==> config.mk <==
export PLATFORM = sky130hd
export DESIGN_NAME = seq_mult_bcd_display_flat
export DESIGN_NICKNAME = d
export VERILOG_FILES = /design/src/rtl/seq_mult_bcd_display_if.sv /design/src/rtl/seq_mult_bcd_display.sv /design/src/flat_wrapper.sv
export SDC_FILE = /design/constraint.sdc
export NUM_CORES = 1
export LEC_CHECK = 0
export ABC_AREA = 1
export BUFFER_PORTS_ARGS = -buffer_cell sky130_fd_sc_hd__buf_2
export CORE_MARGIN = 5
export CORE_UTILIZATION = 30
export DETAILED_ROUTE_END_ITERATION = 10
export GPL_ROUTABILITY_DRIVEN = 0
export PLACE_DENSITY = 0.57
export SETUP_SLACK_MARGIN = 0.02
export SLEW_MARGIN = 20
export SYNTH_ARGS = -nofsm -noshare
export SYNTH_HDL_FRONTEND = slang
export SYNTH_SLANG_ARGS = --single-unit
==> constraint.sdc <==
create_clock -name i_clk -period 1.9 [get_ports i_clk]
set_input_delay 0 -clock i_clk [delete_from_list [all_inputs] [get_ports i_clk]]
set_output_delay 0 -clock i_clk [all_outputs]
set_load 0.01 [all_outputs]
==> src/rtl/seq_mult_bcd_display_if.sv <==
// Operand/result bundle for seq_mult_bcd_display.
// The master drives the operands; the slave returns the product and the seven-segment digits.
interface seq_mult_bcd_display_if #(
  parameter int WIDTH  = 4,
  parameter int DIGITS = 3
);
  logic                   valid;
  logic                   ready;
  logic [WIDTH-1:0]       a;
  logic [WIDTH-1:0]       b;
  logic                   done;
  logic [2*WIDTH-1:0]     result;
  logic [7*DIGITS-1:0]    segments;

  modport master (output valid, a, b, input ready, done, result, segments);
  modport slave  (input valid, a, b, output ready, done, result, segments);
endinterface

==> src/rtl/seq_mult_bcd_display.sv <==
// Sequential shift-add multiplier, double-dabble BCD conversion and seven-segment readout.
// Optional build macro LEADING_ZERO_BLANK_EN blanks the digits above the most significant non-zero digit.
module seq_mult_bcd_display #(
  parameter int WIDTH  = 4,
  parameter int DIGITS = 3
) (
  input  logic                  i_clk,
  input  logic                  i_rst_n,
  seq_mult_bcd_display_if.slave bus
);
  localparam int PW = 2 * WIDTH;
  localparam int BW = 4 * DIGITS;
  localparam int SW = 7 * DIGITS;
  localparam int CW = $clog2(PW) + 1;

  typedef enum logic [1:0] {
    S_IDLE = 2'd0,
    S_MULT = 2'd1,
    S_CONV = 2'd2,
    S_DONE = 2'd3
  } state_t;

  function automatic logic [3:0] add3(input logic [3:0] n);
    if (n >= 4'd5) add3 = n + 4'd3;
    else           add3 = n;
  endfunction

  function automatic logic [6:0] seg7(input logic [3:0] n);
    case (n)
      4'd0:    seg7 = 7'h3F;
      4'd1:    seg7 = 7'h06;
      4'd2:    seg7 = 7'h5B;
      4'd3:    seg7 = 7'h4F;
      4'd4:    seg7 = 7'h66;
      4'd5:    seg7 = 7'h6D;
      4'd6:    seg7 = 7'h7D;
      4'd7:    seg7 = 7'h07;
      4'd8:    seg7 = 7'h7F;
      4'd9:    seg7 = 7'h6F;
      default: seg7 = 7'h00;
    endcase
  endfunction

  // Encoding an all-zero BCD word also yields the reset display pattern.
  function automatic logic [SW-1:0] encode(input logic [BW-1:0] bcd);
    logic lead;
    encode = {SW{1'b0}};
    lead   = 1'b1;
    for (int k = DIGITS - 1; k >= 0; k--) begin
`ifdef LEADING_ZERO_BLANK_EN
      if ((k == 0) || (bcd[4*k +: 4] != 4'd0)) lead = 1'b0;
      else                                     lead = lead;
      encode[7*k +: 7] = lead ? 7'h00 : seg7(bcd[4*k +: 4]);
`else
      encode[7*k +: 7] = seg7(bcd[4*k +: 4]);
`endif
    end
  endfunction

  state_t          r_state;
  state_t          w_state_nxt;
  logic [CW-1:0]   r_cnt;
  logic [PW-1:0]   r_mcand;
  logic [WIDTH-1:0] r_mplier;
  logic [PW-1:0]   r_acc;
  logic [PW-1:0]   r_bin;
  logic [BW-1:0]   r_bcd;
  logic [PW-1:0]   r_result;
  logic [SW-1:0]   r_segments;
  logic [PW-1:0]   w_acc_nxt;
  logic [BW-1:0]   w_bcd_adj;
  logic [BW-1:0]   w_bcd_shift;
  logic            w_last_mult;
  logic            w_last_conv;

  assign w_last_mult = (r_cnt == CW'(WIDTH - 1));
  assign w_last_conv = (r_cnt == CW'(PW - 1));
  assign w_acc_nxt   = r_acc + (r_mplier[0] ? r_mcand : {PW{1'b0}});

  always_comb begin
    w_bcd_adj = r_bcd;
    for (int k = 0; k < DIGITS; k++) begin
      w_bcd_adj[4*k +: 4] = add3(r_bcd[4*k +: 4]);
    end
    w_bcd_shift = {w_bcd_adj[BW-2:0], r_bin[PW-1]};
  end

  always_ff @(posedge i_clk) begin
    if (!i_rst_n) r_state <= S_IDLE;
    else          r_state <= w_state_nxt;
  end

  always_comb begin
    w_state_nxt = r_state;
    case (r_state)
      S_IDLE: begin
        if (bus.valid) w_state_nxt = S_MULT;
        else           w_state_nxt = S_IDLE;
      end
      S_MULT: begin
        if (w_last_mult) w_state_nxt = S_CONV;
        else             w_state_nxt = S_MULT;
      end
      S_CONV: begin
        if (w_last_conv) w_state_nxt = S_DONE;
        else             w_state_nxt = S_CONV;
      end
      S_DONE:  w_state_nxt = S_IDLE;
      default: w_state_nxt = S_IDLE;
    endcase
  end

  // Datapath; the visible result only changes on the final CONV edge (entering DONE).
  always_ff @(posedge i_clk) begin
    if (!i_rst_n) begin
      r_cnt      <= {CW{1'b0}};
      r_mcand    <= {PW{1'b0}};
      r_mplier   <= {WIDTH{1'b0}};
      r_acc      <= {PW{1'b0}};
      r_bin      <= {PW{1'b0}};
      r_bcd      <= {BW{1'b0}};
      r_result   <= {PW{1'b0}};
      r_segments <= encode({BW{1'b0}});
    end else begin
      case (r_state)
        S_IDLE: begin
          if (bus.valid) begin
            r_mcand  <= {{WIDTH{1'b0}}, bus.a};
            r_mplier <= bus.b;
            r_acc    <= {PW{1'b0}};
            r_cnt    <= {CW{1'b0}};
          end
        end
        S_MULT: begin
          r_acc    <= w_acc_nxt;
          r_mcand  <= r_mcand << 1;
          r_mplier <= r_mplier >> 1;
          if (w_last_mult) begin
            r_bin <= w_acc_nxt;
            r_bcd <= {BW{1'b0}};
            r_cnt <= {CW{1'b0}};
          end else begin
            r_cnt <= r_cnt + CW'(1);
          end
        end
        S_CONV: begin
          r_bcd <= w_bcd_shift;
          r_bin <= r_bin << 1;
          if (w_last_conv) begin
            r_result   <= r_acc;
            r_segments <= encode(w_bcd_shift);
            r_cnt      <= {CW{1'b0}};
          end else begin
            r_cnt <= r_cnt + CW'(1);
          end
        end
        default: begin
        end
      endcase
    end
  end

  assign bus.ready    = (r_state == S_IDLE);
  assign bus.done     = (r_state == S_DONE);
  assign bus.result   = r_result;
  assign bus.segments = r_segments;
endmodule

==> src/flat_wrapper.sv <==
// flat-port wrapper written by rule: the top's interface ports become plain ports
module seq_mult_bcd_display_flat 
#(
  parameter int WIDTH  = 4,
  parameter int DIGITS = 3
)
  (i_clk, i_rst_n, bus_valid, bus_a, bus_b, bus_ready, bus_done, bus_result, bus_segments);
  seq_mult_bcd_display_if #(.WIDTH(WIDTH), .DIGITS(DIGITS)) bus_i ();
  input  logic i_clk;
  input  logic i_rst_n;
  input wire logic [$bits(bus_i.valid)-1:0] bus_valid;
  input wire logic [$bits(bus_i.a)-1:0] bus_a;
  input wire logic [$bits(bus_i.b)-1:0] bus_b;
  output wire logic [$bits(bus_i.ready)-1:0] bus_ready;
  output wire logic [$bits(bus_i.done)-1:0] bus_done;
  output wire logic [$bits(bus_i.result)-1:0] bus_result;
  output wire logic [$bits(bus_i.segments)-1:0] bus_segments;
  assign bus_i.valid = bus_valid;
  assign bus_i.a = bus_a;
  assign bus_i.b = bus_b;
  assign bus_ready = bus_i.ready;
  assign bus_done = bus_i.done;
  assign bus_result = bus_i.result;
  assign bus_segments = bus_i.segments;
  seq_mult_bcd_display #(.WIDTH(WIDTH), .DIGITS(DIGITS)) u_core (.i_clk(i_clk), .i_rst_n(i_rst_n), .bus(bus_i));
endmodule
==> results.txt, run 1 <==
post-synth top area cell - dfxtp_1
total CTS buffers - 9
final count of negative-setup-slack endpoints - 0
hold_ws - 0.461 ns
final slew viol count - 0
DR iter-0 viols - 189
I/O pin total - 42
die area - 0.0166 mm^2
fmax - 576 MHz
max_cap viols - 0
CTS tree - done
antenna viol nets, final - 0
slew margin rel. - 66.7%
Area growth syn-to-layout - 23.1%
Cell Rows - 43
sequential area share after synthesis - 35.4%
initial antenna violation count - 0
Ant. Diodes - 0
clk sinks - 75
LEAKAGE - 2.36 nW
CP peak stage delay - 0.37 ns
Slew @ Worst Pin - 0.499 ns
Unique masters post-synth - 33
Post-Syn Area per Cell - 6.93 um^2
Die W - 129 um
detailed-route via count - 3892
grt total ovfl - 0
initial core utilization - 30.5%
Async SR Flop Fraction - 0%
Critical Path End Type - flip-flop
Synth Instances - 612
Startpoint Class - flip-flop
Post-synth top cells - 216 x nand2_1, 75 x dfxtp_1, 71 x a21oi_1
Final Hold Vio Count - 0
Crit Path Class - flip-flop to flip-flop
pin count of the biggest net entering global routing - 32
DRC - 0
Clk Latency, worst-skew pair - 0.33 ns
post-DR vias/cell - 4.52
RSZ-0062 raised after global routing - yes
CP Data Arrival Time - 1.96 ns
all-layer global routing usage - 12.5%
dpl ws - -0.0278 ns
die extent in y - 129 um
number of synthesized flops with an enable pin - 0
setup slack after layout - 0.165 ns
synthesized area - 0.00424 mm^2
most common cell in the netlist - nand2_1
highest-delay cell along the critical path - dfxtp_4
Critical Path RT - 2.13 ns
first-pass GRT wire length - 17200 um
# port buffers - 41
Synthesized Nets - 655
final critical-path share of the clock period - 91.3%
synth warn - 0
Worst Path Buf+Inv - 3
Worst-path clk slew - 0.06 ns
clock buffer depth - 2
critical path, cell by cell - inv_2 > ha_1 > inv_2 > nand2_2 > nand2_2 > nand2_1 > nand2_2 > inv_2 > ha_1 > nand2_1 > o21ai_0 > o21ai_1 > nand2_1
fin nets - 720
Final Critical Period - 1.74 ns
Pre-Repair DR Iteration Count - 4
drt wl/cell - 11.5 um
hpwl dp - 7210 um
top post-synthesis cells by area - dfxtp_1 35%, nand2_1 19%, ha_1 9.1%
layout cell share with drive strength beyond 1 - 21.4%
clock skew - 0.00722 ns
root buf cell - clkbuf_16
final wirelength - 9890 um
Synth Flop Type - dfxtp_1
Power per Cell Area - 698 mW/mm^2
vias in the first global route - 3733
delay-heaviest family, CP - simple AND/OR/NAND/NOR gates
Yosys reg bits - 75
Yosys top cell area share - 35.4%
maximum vdd drop - 0.395 mV
Max FO, Critical Path - 5
core box area - 0.0139 mm^2
Setup TNS - 0 ns
status - complete, no violations
Total Power - 0.00365 W
H-tree depth - 3
Hold Crit Class - input pin to flip-flop
## per-stage QoR
| step | instance area [um^2] | utilization (%) | cells |
|---|---|---|---|
| 2_1_floorplan | 4240 | - | 612 |
| 4_1_cts | 5130 | 37.0 | 860 |
| 3_3_place_gp | 4730 | 34.1 | 834 |
| 5_1_grt | 5220 | 37.6 | 862 |
| 3_5_place_dp | 4730 | 34.1 | 834 |
| 6_report | 5220 | 37.6 | 862 |
## cells in the final DEF (no fill, tap or decap), drive strengths merged
cell,count
o21ai,36
o22ai,1
o21a,1
or2,3
nand4,7
inv,62
clkinvlp,1
clkbuf,10
fa,1
clkinv,3
and2,1
nor3,1
nor2,15
ha,31
a21oi,73
nand3,35
dlygate4sd3,10
nand2,231
a31oi,10
a21o,1
nand3b,3
bufinv,1
buf,66
dfxtp,75
xor2,4
## state kept, by name (all words and copies together) (netlist names), named ones only
| register | count |
|---|---|
| u_core.bus.result | 8 |
| u_core.r_state | 1 |
| u_core.r_cnt | 4 |
| u_core.r_acc | 8 |
| u_core.r_bcd | 12 |
| u_core.r_bin | 8 |
| u_core.r_mcand | 8 |
| u_core.r_mplier | 4 |
| u_core.bus.segments | 21 |
## where the power goes
group | internal, W | leakage, nW | switching, W | total [W]
registers | 0.00161 | 0.610 | 0.0000299 | 0.00164
logic | 0.000112 | 1.60 | 0.000191 | 0.000303
clock network | 0.00102 | 0.143 | 0.000682 | 0.00170
## tightest hold or removal path, cell delays in order
cell and delay (ns):
dlygate4sd3_1 0.52, buf_2 0.12, nand2_1 0.05, a31oi_1 0.07
## routing by layer
layer / vias up / share of wire (%) / GRT usage (%)
met5: - / 0 / 0
li1: 2115 / - / -
met3: 8 / 4.0 / 2.82
met1: 1721 / 51 / 16.8
met4: 0 / 0.88 / 3.71
met2: 48 / 44 / 20.2
## what timing repair did
action,CTS,global route
resized for setup,2,32
setup endpoints to repair,5,35
hold buffers,10,0
buffers inserted,0,2
endpoints found under the hold margin,9,0
gates cloned,0,0
pin swaps,0,6
## cell families after synthesis
family,count (synthesis),synth area share [%]
xor gates and xnor gates,4,0.826
AOI/OAI and AO/OA,122,15.7
adders and majority gates,32,9.62
and+or+nand+nor,296,30.2
DFF,75,35.4
buffers and inverters,83,8.26
## path summary, 6_finish.rpt
kind | startpoint | endpoint | slack, ns | depth (start not counted)
min | bus_b[0] | u_core.r_mplier[0] | 0.46 | 4
max reg2reg | u_core.r_bcd[4] | u_core.bus.segments[18] | 0.16 | 13
max | u_core.r_bcd[4] | u_core.bus.segments[18] | 0.16 | 13
min reg2reg | u_core.bus.result[7] | u_core.bus.result[7] | 0.46 | 2
## area by class of cell
type	count	area (um^2)
fillers	1473	8660
multi-input cells	454	2450
flip-flops and latches	75	1510
repair buffers	76	509
clock buffers	10	229
inverters	61	229
well taps	180	225
clock inverters	6	65.1
No activity file was read; power rests on OpenSTA's default activity.
==> run 2, diff against run 1 <==
--- a/config.mk
+++ b/config.mk
@@ -6,12 +6,12 @@
 export NUM_CORES = 1
 export LEC_CHECK = 0
 export ABC_AREA = 1
-export BUFFER_PORTS_ARGS = -buffer_cell sky130_fd_sc_hd__buf_2
 export CORE_MARGIN = 5
 export CORE_UTILIZATION = 30
 export DETAILED_ROUTE_END_ITERATION = 10
+export DONT_BUFFER_PORTS = 1
 export GPL_ROUTABILITY_DRIVEN = 0
-export PLACE_DENSITY = 0.57
+export PLACE_DENSITY = 0.54
 export SETUP_SLACK_MARGIN = 0.02
 export SLEW_MARGIN = 20
 export SYNTH_ARGS = -nofsm -noshare
==> run 2 against run 1 <==
Compared with the run above: the run now ends with negative hold slack left; core utilization fell by 2.1 points; hold slack worse by 0.71 ns; flip-flop and latch count unchanged; critical endpoint is now u_core.bus.segments[10]; highest routed layer unchanged.
==> results.txt, run 2 (synthesis gave the netlist of run 1 again) <==
max_cap viols - 0 (unchanged)
DR iter-0 viols - 227 (was 189)
commonest non-fill, non-tap cell in the layout - nand2_1 (unchanged)
Reg2Reg Capture Point - u_core.bus.segments[10] (was u_core.bus.segments[18])
status - finished, violations left (was complete, no violations)
Ant. Diodes - 0 (unchanged)
LEAKAGE - 2.16 nW (was 2.36 nW)
die area - 0.0166 mm^2 (unchanged)
Startpoint Class - flip-flop (unchanged)
most frequent cells in the layout - 208 x nand2_1, 70 x a21oi_1, 66 x dfxtp_1 (was 209 x nand2_1, 71 x a21oi_1, 70 x dfxtp_1)
Clk Latency, worst-skew pair - 0.33 ns (about the same)
initial core utilization - 30.5% (unchanged)
H-tree depth - 3 (unchanged)
slew margin rel. - 72.8% (was 66.7%)
clock buffer depth - 2 (unchanged)
I/O pin total - 42 (unchanged)
most frequent cell on the critical path - nand2_1
highest routed metal layer - met4 (unchanged)
# port buffers - 0 (was 41)
Crit Path Class - flip-flop to flip-flop (unchanged)
Die W - 129 um (unchanged)
maximum vdd drop - 0.401 mV (was 0.395 mV)
initial antenna violation count - 0 (unchanged)
CP peak stage delay - 0.36 ns (was 0.37 ns)
Area after DPL - 0.00447 mm^2 (was 0.00473 mm^2)
Worst Path Buf+Inv - 4 (was 3)
CTS tree - done (unchanged)
Power per Cell Area - 734 mW/mm^2 (was 698 mW/mm^2)
Slew @ Worst Pin - 0.408 ns (was 0.499 ns)
Largest register FFs - 21 (unchanged)
grt total ovfl - 0 (unchanged)
highest-delay cell along the critical path - dfxtp_4 (unchanged)
antenna viol nets, final - 0 (unchanged)
Area growth syn-to-layout - 16.3% (was 23.1%)
Reg2Reg Depth - 15 (was 13)
RSZ-0062 raised after global routing - yes (unchanged)
layout cell share with drive strength beyond 1 - 16.7% (was 21.4%)
fin util - 35.5% (was 37.6%)
CP Launch Point - u_core.r_bcd[4] (unchanged)
pin count of the biggest net entering global routing - 32 (unchanged)
Critical Path RT - 2.13 ns (about the same)
drt wl/cell - 12.7 um (was 11.5 um)
Metal-1 WL - 4950 um (was 5020 um)
Critical Path Sink - u_core.bus.segments[10] (was u_core.bus.segments[18])
root buf cell - clkbuf_16 (unchanged)
clk sinks - 75 (unchanged)
vias in the first global route - 3761 (was 3733)
clock skew - 0.00403 ns (was 0.00722 ns)
Worst-path clk slew - 0.06 ns (about the same)
hold_ws - -0.250 ns (was 0.461 ns)
DRC - 0 (unchanged)
Cell Rows - 43 (unchanged)
core box area - 0.0139 mm^2 (unchanged)
Setup TNS - 0 ns (unchanged)
detailed-route via count - 3887 (was 3892)
die extent in y - 129 um (unchanged)
r2r setup slk - 0.15 ns (was 0.16 ns)
met3 WL - 412 um (was 399 um)
cell area after layout - 0.00493 mm^2 (was 0.00522 mm^2)
delay-heaviest family, CP - simple AND/OR/NAND/NOR gates (unchanged)
Pre-Repair DR Iteration Count - 4 (unchanged)
final wirelength - 10300 um (was 9890 um)
final count of negative-setup-slack endpoints - 0 (unchanged)
Worst path depth - 15 (was 13)
post-DR vias/cell - 4.78 (was 4.52)
CP Data Arrival Time - 1.98 ns (was 1.96 ns)
failing checks - negative hold slack
fin nets - 671 (was 720)
Final Critical Period - 1.75 ns (was 1.74 ns)
Final Hold Vio Count - 25 (was 0)
Total Power - 0.00362 W (was 0.00365 W)
Max FO, Critical Path - 4 (was 5)
hpwl dp - 7420 um (was 7210 um)
first-pass GRT wire length - 17500 um (was 17200 um)
Critical Path End Type - flip-flop (unchanged)
final slew viol count - 0 (unchanged)
critical path, cell by cell - inv_2 > ha_1 > inv_2 > nand2_1 > nand2_2 > nor2_4 > nand2_1 > nand2_1 > ha_1 > inv_2 > o21ai_1 > inv_1 > nand2_1 > nand2_1 > nand2_1 (was inv_2 > ha_1 > inv_2 > nand2_2 > nand2_2 > nand2_1 > nand2_2 > inv_2 > ha_1 > nand2_1 > o21ai_0 > o21ai_1 > nand2_1)
fill count - 1469 (was 1473)
fmax - 572 MHz (was 576 MHz)
final critical-path share of the clock period - 92.0% (was 91.3%)
reg2reg start - u_core.r_bcd[4] (unchanged)
all-layer global routing usage - 12.7% (was 12.5%)
total CTS buffers - 9 (unchanged)
Hold Crit Class - input pin to flip-flop (unchanged)
met2 wire len - 4830 um (was 4380 um)
[run 2: cell types whose count changed in the layout (fill, tap and decap cells not counted), sizes merged]
| cell | previous run | this run |
|---|---|---|
| buf | 66 | 21 |
| clkbuf | 10 | 11 |
| dlygate4sd3 | 10 | 6 |
| inv | 62 | 61 |
[run 2: worst min path at each step]
stage,endpoint,slack (ns),depth (start not counted),from
finish,u_core.bus.segments[4],-0.25,1,i_rst_n
global route,u_core.bus.segments[12],-0.27,1,i_rst_n
CTS,u_core.bus.segments[19],-0.27,1,i_rst_n
detailed placement,u_core.bus.segments[4],0.08,1,i_rst_n
global placement,u_core.bus.segments[4],0.08,1,i_rst_n
floorplan,u_core.r_mcand[1],0.16,2,bus_a[1]
[run 2: worst register-to-register path, cell delays in order, from the launching register on]
cell     delay (ns)
dfxtp_4        0.36
inv_2          0.04
ha_1           0.19
inv_2          0.08
nand2_1        0.08
nand2_2        0.13
nor2_4         0.05
nand2_1        0.06
nand2_1        0.07
ha_1           0.28
inv_2          0.06
o21ai_1        0.06
inv_1          0.05
nand2_1        0.04
nand2_1        0.05
nand2_1        0.04
[run 2: layout make-up]
cell class	count	area, um^2	share of cell area [%]
Sequential cell	75	1520	30.7
Inverter	61	229	4.64
Timing Repair Buffer	27	230	4.67
Multi-Input combinational cell	454	2440	49.4
Tap cell	180	225	4.57
Clock buffer	11	243	4.92
Clock inverter	5	52.6	1.07
[run 2: report_power, final]
part	internal, W	switching [W]	total (W)
clock	0.00105	0.000667	0.00171
combinational	0.0000906	0.000173	0.000264
sequential	0.00161	0.0000333	0.00165
[run 2: metal layers]
metal  vias to the layer above  global-route usage, %
li1                       2016                      -
met4                         0                   2.47
met5                         -                      0
met1                      1812                   16.3
met3                        11                   3.61
met2                        48                   21.3
[run 2: through the flow]
step,cells,worst slack [ns]
final,813,0.152
after floorplan,612,0.0931
after detailed placement,785,-0.0127
after CTS,805,0.00693
after global placement,785,0.0932
after global routing,813,-0.0180
[run 2: timing repair]
item	CTS	global route
hold buffers	4	2
buffers inserted	0	6
setup endpoints to repair	4	37
pin swaps	0	6
hold endpoints to repair	29	25
resized for setup	2	35
